### config.mk
export PLATFORM = sky130hd
export DESIGN_NAME = lobby_joltage_stream
export DESIGN_NICKNAME = d
export VERILOG_FILES = /design/src/rtl/lobby_joltage_stream.sv
export SDC_FILE = /design/constraint.sdc
export NUM_CORES = 2
export LEC_CHECK = 0
export BUFFER_PORTS_ARGS = -buffer_cell sky130_fd_sc_hd__buf_2
export CAP_MARGIN = 10
export CORE_MARGIN = 8
export CORE_UTILIZATION = 25
export DETAILED_ROUTE_END_ITERATION = 6
export PLACE_DENSITY = 0.36
export SLEW_MARGIN = 40
export SYNTH_ARGS = -nofsm -noshare
export SYNTH_HDL_FRONTEND = slang
export SYNTH_SLANG_ARGS = --single-unit
### constraint.sdc
create_clock -name clk -period 8.44 [get_ports clk]
set_input_delay 0.422 -clock clk [delete_from_list [all_inputs] [get_ports clk]]
set_output_delay 0.422 -clock clk [all_outputs]
set_load 0.005 [all_outputs]
### src/rtl/lobby_joltage_stream.sv
// rtl/lobby_joltage_stream.sv - streaming best-K-digit bank selector with running sum
//
// Purpose: digits of each bank arrive one per beat. The block keeps, for every
// j in 1..K, the largest j-digit subsequence value seen so far in the bank
// (best[j]). At end of bank best[K] is emitted and added to a running sum.
//
// Ports:
//   clk, rst      clock, synchronous active-high reset
//   start         pulse: clear state and begin a run (from IDLE or DONE)
//   s_valid       digit beat valid
//   s_ready       beat accepted when high (RUN only)
//   s_digit       BCD digit (values above 9 flag an error)
//   s_eol, s_eof  last digit of bank / last digit of the last bank
//   bank_valid    one-cycle pulse, bank_value valid
//   bank_value    best K-digit value of the completed bank (0 for a short bank)
//   result        running sum of bank values (wraps at ACC_W bits)
//   finished      high in DONE
//   error         sticky bad-digit / short-bank flag
module lobby_joltage_stream #(
  parameter int K     = 12,
  parameter int VAL_W = 40,
  parameter int ACC_W = 48,
  parameter int CNT_W = 16
) (
  input  logic             clk,
  input  logic             rst,
  input  logic             start,
  input  logic             s_valid,
  output logic             s_ready,
  input  logic [3:0]       s_digit,
  input  logic             s_eol,
  input  logic             s_eof,
  output logic             bank_valid,
  output logic [VAL_W-1:0] bank_value,
  output logic [ACC_W-1:0] result,
  output logic             finished,
  output logic             error
);

  typedef enum logic [1:0] {
    S_IDLE,
    S_RUN,
    S_FLUSH,
    S_DONE
  } state_t;

  state_t state;

  // best[0] is never written with anything but zero, so it acts as the
  // constant seed for the best[1] update.
  logic [VAL_W-1:0] best     [0:K];
  logic [VAL_W-1:0] best_nxt [0:K];
  logic [CNT_W-1:0] cnt;
  logic [CNT_W-1:0] cnt_inc;
  logic [CNT_W-1:0] cnt_after;

  logic             accept;
  logic             digit_ok;
  logic             short_bank;
  logic [VAL_W+3:0] prev_ext;
  logic [VAL_W+3:0] cand;

  assign accept   = s_valid && s_ready;
  assign digit_ok = (s_digit <= 4'd9);

  // Counter saturates so very long banks never wrap back below K.
  assign cnt_inc    = (cnt == {CNT_W{1'b1}}) ? cnt : cnt + 1'b1;
  assign cnt_after  = digit_ok ? cnt_inc : cnt;
  assign short_bank = (cnt_after < CNT_W'(K));

  // All best[j] update in parallel from pre-update values. best[j] may only
  // take a candidate once at least j-1 digits precede this one; otherwise a
  // zero best[j-1] would let a lone digit masquerade as a j-digit value.
  always_comb begin
    prev_ext = '0;
    cand     = '0;
    best_nxt[0] = '0;
    for (int j = 1; j <= K; j++) begin
      best_nxt[j] = best[j];
      prev_ext    = {4'b0000, best[j-1]};
      cand        = (prev_ext << 3) + (prev_ext << 1) + {{VAL_W{1'b0}}, s_digit};
      if (digit_ok && (cnt >= CNT_W'(j - 1)) && (cand > {4'b0000, best[j]})) begin
        best_nxt[j] = cand[VAL_W-1:0];
      end
    end
  end

  always_ff @(posedge clk) begin
    if (rst) begin
      state      <= S_IDLE;
      s_ready    <= 1'b0;
      bank_valid <= 1'b0;
      bank_value <= '0;
      result     <= '0;
      finished   <= 1'b0;
      error      <= 1'b0;
      cnt        <= '0;
      for (int j = 0; j <= K; j++) begin
        best[j] <= '0;
      end
    end else begin
      bank_valid <= 1'b0;
      if (bank_valid) begin
        result <= result + ACC_W'(bank_value);
      end

      case (state)
        S_IDLE, S_DONE: begin
          if (start) begin
            state    <= S_RUN;
            s_ready  <= 1'b1;
            finished <= 1'b0;
            result   <= '0;
            error    <= 1'b0;
            cnt      <= '0;
            for (int j = 0; j <= K; j++) begin
              best[j] <= '0;
            end
          end
        end

        S_RUN: begin
          if (accept) begin
            if (!digit_ok) begin
              error <= 1'b1;
            end
            if (s_eol) begin
              // Bank complete: publish and clear so the next bank can start
              // on the very next beat.
              bank_valid <= 1'b1;
              bank_value <= short_bank ? '0 : best_nxt[K];
              if (short_bank) begin
                error <= 1'b1;
              end
              cnt <= '0;
              for (int j = 0; j <= K; j++) begin
                best[j] <= '0;
              end
              if (s_eof) begin
                state   <= S_FLUSH;
                s_ready <= 1'b0;
              end
            end else begin
              cnt <= cnt_after;
              for (int j = 0; j <= K; j++) begin
                best[j] <= best_nxt[j];
              end
            end
          end
        end

        S_FLUSH: begin
          // The last bank's value is added at the end of this cycle, so
          // result is final when finished rises.
          state    <= S_DONE;
          finished <= 1'b1;
        end

        default: begin
          state   <= S_IDLE;
          s_ready <= 1'b0;
        end
      endcase
    end
  end

endmodule

# == Yosys cells after proc, flatten, opt, wreduce, memory -nomap -nowiden ==
# Memories as Yosys holds them, arrays and structs flattened.
# Cells that the tools add are included.
# totals
ff_bits,110
latch_bits,0
ram_bits,520
mem_bits_ro,0
output_inout_bits,92
memories,1
# mem_list
name,words,word_bits,read_ports,rd_clocked_by_memory_dff,write_ports,line_no,rtl
best,13,40,13,0,13,51,logic [VAL_W-1:0] best [0:K];
# op_classes
add_sub_neg,26
n_mul,0
n_div,0
magnitude_cmp,26
eq_ne,8
shifts,0
n_mux,94
bitwise,39
n_reduce_logical,34
# ops
operator,n
$mux 40,52
$add 43x41->44,12
$add 44x4->44,12
$gt 44x40->1,12
$mux 48,3
$mux 16,5
$ge 16x3->1 const B,4
$ge 16x4->1 const B,4
$add 48x40->48,1
$or 1x1->1,39
$ge 16x1->1 const B,2
$ge 16x2->1 const B,2
$pmux 16 s2,1
$logic_and 1x1->1,25
$mux 1,25
$add 16x1->16 const B,1
$eq 16x16->1 const B,1
$lt 16x4->1 const B,1
$mux 2,4
$ne 2x2->1 const B,4
$pmux 1 s2,3
$pmux 2 s3,1
$reduce_and 3->1,2
$reduce_and 5->1,1
8 further kinds,10

# == Longest topological paths before layout ==
# depth
word_depth,8
mapped_depth,28
ltp_nobuf,27

# == Least setup slack after synthesis ==
# OpenSTA, ideal clock, no wires.
# synth_timing
path_kind,in2reg
startpoint,input s_digit[3]
endpoint,"memory best[9][0], in the netlist best[1][40], enable pin"
setup_time_ps,479
arrival_ps,6574
required_time_ps,7961
path_slack_ps,1387
path_stages,19
path_cell_list,fa_1 -> ha_1 -> a21o_1 -> a21oi_1 -> o21bai_1 -> a21boi_0 -> o31ai_1 -> a41o_1 -> nand3_1 -> o31ai_1 -> o21ba_2 -> a21oi_1 -> xnor2_1 -> ha_1 -> and4_1 -> nand2_1 -> nor4_1 -> or4_1 -> o21ai_0
# synth_rtl
item,line_no,rtl
from (decl),30,"input logic [3:0] s_digit,"
to (decl),51,

==> flow_results.org <==
** Status
- Status :: complete, no violations

** Route
- The first routing iteration left 1,323 violations.
- Post-route DRC violation count :: 0
- The count of nets left with antenna violations once routing finished came out at 0.
- Summed over all layers, the routed wires come to 114,000 um.
- First-pass detailed-route iteration total :: 7
- The routed layout has 31,247 vias.
- Dividing the detail-routed wire length by the instance count gives 16.9 um.
- Dividing the detail-routed via count by the number of cells gives 4.62.

** Die
- # IOs :: 102
- The initialized floorplan defines 147 standard-cell rows.
- Die area :: 175,000 um2
- The floorplan step set the die width to 418 um.
- The initial utilization of the core area, before any placement, comes to 25.2%.
- The core region is 161,000 um2.
- Overall die height :: 418 um

** Power and ir drop
- Total power of the final layout :: 14.5 mW
- Largest voltage drop on the vdd net :: 144 uV
- Internal cell power :: 7.79 mW
- Clock network power share :: 16.7%
- For this design the total switching power over the nets is 6.67 mW.
- The analysis attributes to cell leakage a power of 21.8 nW.
- Pwr per Cell Area :: 318 nW/um2
- Sequential share of power :: 21.4%
- Per report_power, the combinational group accounts for 61.9% of the total.
- In this run switching power makes up 46.1% of total power.

** CTS
- Buffer cell driving the clock tree root :: sky130_fd_sc_hd__clkbuf_16
- Number of post-CTS setup repair buffers :: 0
- H-Tree Depth :: 2
- For the worst-skew pair, the clock arrives at the later sink with an insertion delay of 0.66 ns.
- Counting every sink on the clock net gives 410.
- Clock-pin slew was measured on the worst setup and hold paths at 0.06 ns.
- Buffers inserted to repair hold after CTS numbered 0.
- In this run the deepest clock path goes through 3 buffers.
- The number of clock buffers added by TritonCTS is 57.
- Post_cts resized :: 0
- Clock tree from TritonCTS :: built

** STA
- Final Setup Violations :: 0
- Tightest Pin Transition :: 0.829 ns
- Static timing analysis puts the maximum clock frequency at 147 MHz.
- Measured against its own limit, the worst slew margin works out to 44.7%.
- The number of max-slew violations in the final report is 0.
- The worst path meets setup with 1.65 ns of slack.
- Hold timing on the final database bottoms out at a slack of 0.104 ns.
- Tmin final :: 6.79 ns
- Count of endpoints failing hold in the final timing report :: 0
- Across the routed clock network, the largest skew measured is 0.0338 ns.
- RSZ-0062 raised after global routing :: no
- Final-layout setup total negative slack :: 0 ns
- Dividing the final minimum period by the clock period gives 80.4%.

** Synth
- For this run, the number of Yosys warnings is 0.
- Register bit count reported by yosys :: 410
- The synthesized netlist devotes 5.83% of its cell area to XOR and XNOR gates.
- Summing every instance area after synthesis gives 40,400 um2.
- Counting distinct cell types in the post-synthesis netlist gives 85.
- Sequential fraction of the synthesis area :: 26.9%
- Mean area per synthesized cell :: 9.07 um2
- Fraction of registers with async set or reset after synthesis :: 0%
- By area, the combinational part of the netlist is dominated by adder cells.
- EDFF count, synth :: 268
- Proportion of synthesized area in mux cells :: 2.01%
- Synthesis produced a netlist whose cell count is 4,459.
- Ys flop type :: sky130_fd_sc_hd__edfxtp_1
- After Yosys synthesis, full adders, half adders and majority gates account for 27.6% of the synthesized area.
- Counting every net in the synthesized netlist gives 5,348.
- Post-synthesis share of cell area spent on and, or, nand and nor gates :: 15.2%
- Post-synthesis compound-gate area fraction :: 17.7%

** Layout
- Leaving out fill and tap cells, the most frequent cell in the layout is sky130_fd_sc_hd__ha_1.
- In the final layout, the share of cells above drive strength 1 is 6.08%.
- Once layout is done, the placed cells without fillers occupy 45,500 um2.
- After filler insertion, the fill cell instance count of the layout stands at 17,226.
- Fin util :: 28.3%
- Area added between synthesis and finish :: 12.6%
- Leaving out fill and tap cells, the most frequent cells in the layout are sky130_fd_sc_hd__ha_1, sky130_fd_sc_hd__inv_1, sky130_fd_sc_hd__a21oi_1, sky130_fd_sc_hd__nor2_1, sky130_fd_sc_hd__edfxtp_1.
- For this run, the post-layout net count is 5,449.
- After the flow finishes, the layout carries non-filler instances totaling 6,770.

** Global route
- The initial antenna violation count was 3.
- The first global-routing pass estimated 184,000 um of wire.
- Total global routing track utilization :: 12.8%
- Leftover overflow at the end of global routing :: 0
- The number of global-route vias before repair came to 32,247.
- Largest net degree at the start of global routing :: 188

** Place
- Placement-stage cell area :: 43,600 um2
- Cell count after placement :: 6,659
- Post-detail-place hpwl :: 90,200 um
- Final Wtd Congestion :: 0.770
- Prior to clock tree synthesis, the placed netlist has a worst setup slack of 0.966 ns.
- PortBufs :: 101

** Worst setup path
- At the worst endpoint, the required time is 8.97 ns.
- The worst setup path is launched from a flop.
- Endpoint kind of the worst setup timing path :: flop
- CP arrival :: 7.32 ns
- Startpoint-to-endpoint class of the critical path :: reg -> reg
- Crit-path max FO :: 9

** Job
- The tool flagged a number of max-cap violations equal to 0.

** Min path
- The path class of the tightest hold or removal check is in -> reg.
==> final timing paths <==
check	startpoint	end	slack [ns]	cells after the start
setup / recovery	best[0][280]	best[1][30]	1.65	21
hold reg to reg	error	error	0.49	2
hold / removal	start	s_ready	0.10	3
setup reg to reg	best[0][280]	best[1][30]	1.65	21
==> synthesized netlist by cell type (49+ instances only) <==
library cell | instances | area share [%]
sky130_fd_sc_hd__a21o_1 | 223 | 4.1
sky130_fd_sc_hd__a21oi_1 | 356 | 4.4
sky130_fd_sc_hd__and2_1 | 211 | 3.3
sky130_fd_sc_hd__clkbuf_1 | 83 | 0.77
sky130_fd_sc_hd__dfxtp_1 | 142 | 7.0
sky130_fd_sc_hd__edfxtp_1 | 268 | 20
sky130_fd_sc_hd__ha_1 | 856 | 26
sky130_fd_sc_hd__inv_1 | 405 | 3.8
sky130_fd_sc_hd__mux2i_1 | 80 | 2.0
sky130_fd_sc_hd__nand2_1 | 219 | 2.0
sky130_fd_sc_hd__nand2b_1 | 54 | 0.84
sky130_fd_sc_hd__nand3_1 | 98 | 1.2
sky130_fd_sc_hd__nand4_1 | 91 | 1.4
sky130_fd_sc_hd__nor2_1 | 300 | 2.8
sky130_fd_sc_hd__nor2b_1 | 74 | 1.1
sky130_fd_sc_hd__nor3_1 | 69 | 0.85
sky130_fd_sc_hd__o21ai_0 | 162 | 2.0
sky130_fd_sc_hd__o21ai_1 | 52 | 0.64
sky130_fd_sc_hd__o21bai_1 | 49 | 0.91
sky130_fd_sc_hd__xnor2_1 | 178 | 3.9
sky130_fd_sc_hd__xor2_1 | 91 | 2.0
==> layer usage <==
layer,vias to the layer above,part of all wire (%),global-route usage (%)
met2,236,47,22.0
met5,-,0.023,0
li1,16381,-,-
met4,4,1.9,2.62
met3,108,2.3,1.46
met1,14518,49,17.3
==> flip-flops by register name (all words and copies together) (netlist names) <==
signal and flops:
s_ready 1, best 300, error 1, result 48, finished 1, bank_value 40
cnt 16, state 2, bank_valid 1
==> critical path, stage by stage (launching register included) <==
cell and delay, ns:
sky130_fd_sc_hd__edfxtp_1 0.46, sky130_fd_sc_hd__fa_1 0.54, sky130_fd_sc_hd__fa_1 0.47, sky130_fd_sc_hd__a21oi_1 0.21, sky130_fd_sc_hd__o22ai_1 0.15, sky130_fd_sc_hd__or4_1 0.46, sky130_fd_sc_hd__a221oi_2 0.43, sky130_fd_sc_hd__o311a_1 0.26
sky130_fd_sc_hd__nor3_1 0.08, sky130_fd_sc_hd__a31o_2 0.23, sky130_fd_sc_hd__o41ai_2 0.28, sky130_fd_sc_hd__o21a_1 0.20, sky130_fd_sc_hd__xnor2_1 0.08, sky130_fd_sc_hd__ha_1 0.30, sky130_fd_sc_hd__nand4_1 0.16, sky130_fd_sc_hd__nor3_1 0.39
sky130_fd_sc_hd__nand2_1 0.13, sky130_fd_sc_hd__o31a_1 0.31, sky130_fd_sc_hd__a21oi_1 0.43, sky130_fd_sc_hd__or2_0 0.54, sky130_fd_sc_hd__nor2_1 0.27, sky130_fd_sc_hd__a22o_1 0.29
==> power groups by stage <==
stage / sequential (mW) / combinational [mW] / clock (mW)
after detailed placement: 3.17 / 9.04 / 0
after floorplan: 2.95 / 6.66 / 0
after CTS: 3.13 / 9.14 / 2.54
after global routing: 3.18 / 10.3 / 2.60
final: 3.09 / 8.95 / 2.42
after global placement: 3.17 / 9.14 / 0
==> cells by family after synthesis <==
logic type                 after synthesis
AOI/OAI and AO/OA                     1110
xor gates and xnor gates               269
adders and majority gates              879
buffers and inverters                  497
DFF                                    410
muxes                                   81
and+or+nand+nor                       1213
==> area by class of cell <==
type                    instances  area, um2  share of cell area [%]
multi-input cells            3552      27700                    61.0
flip-flops and latches        410      10900                    23.9
well taps                    2160       2700                    5.94
clock buffers                  91       1740                    3.82
inverters                     405       1520                    3.34
repair buffers                134        806                    1.77
clock inverters                16        101                   0.223
diodes                          2       5.00                  0.0110
Power figures use the tool's default switching activity.
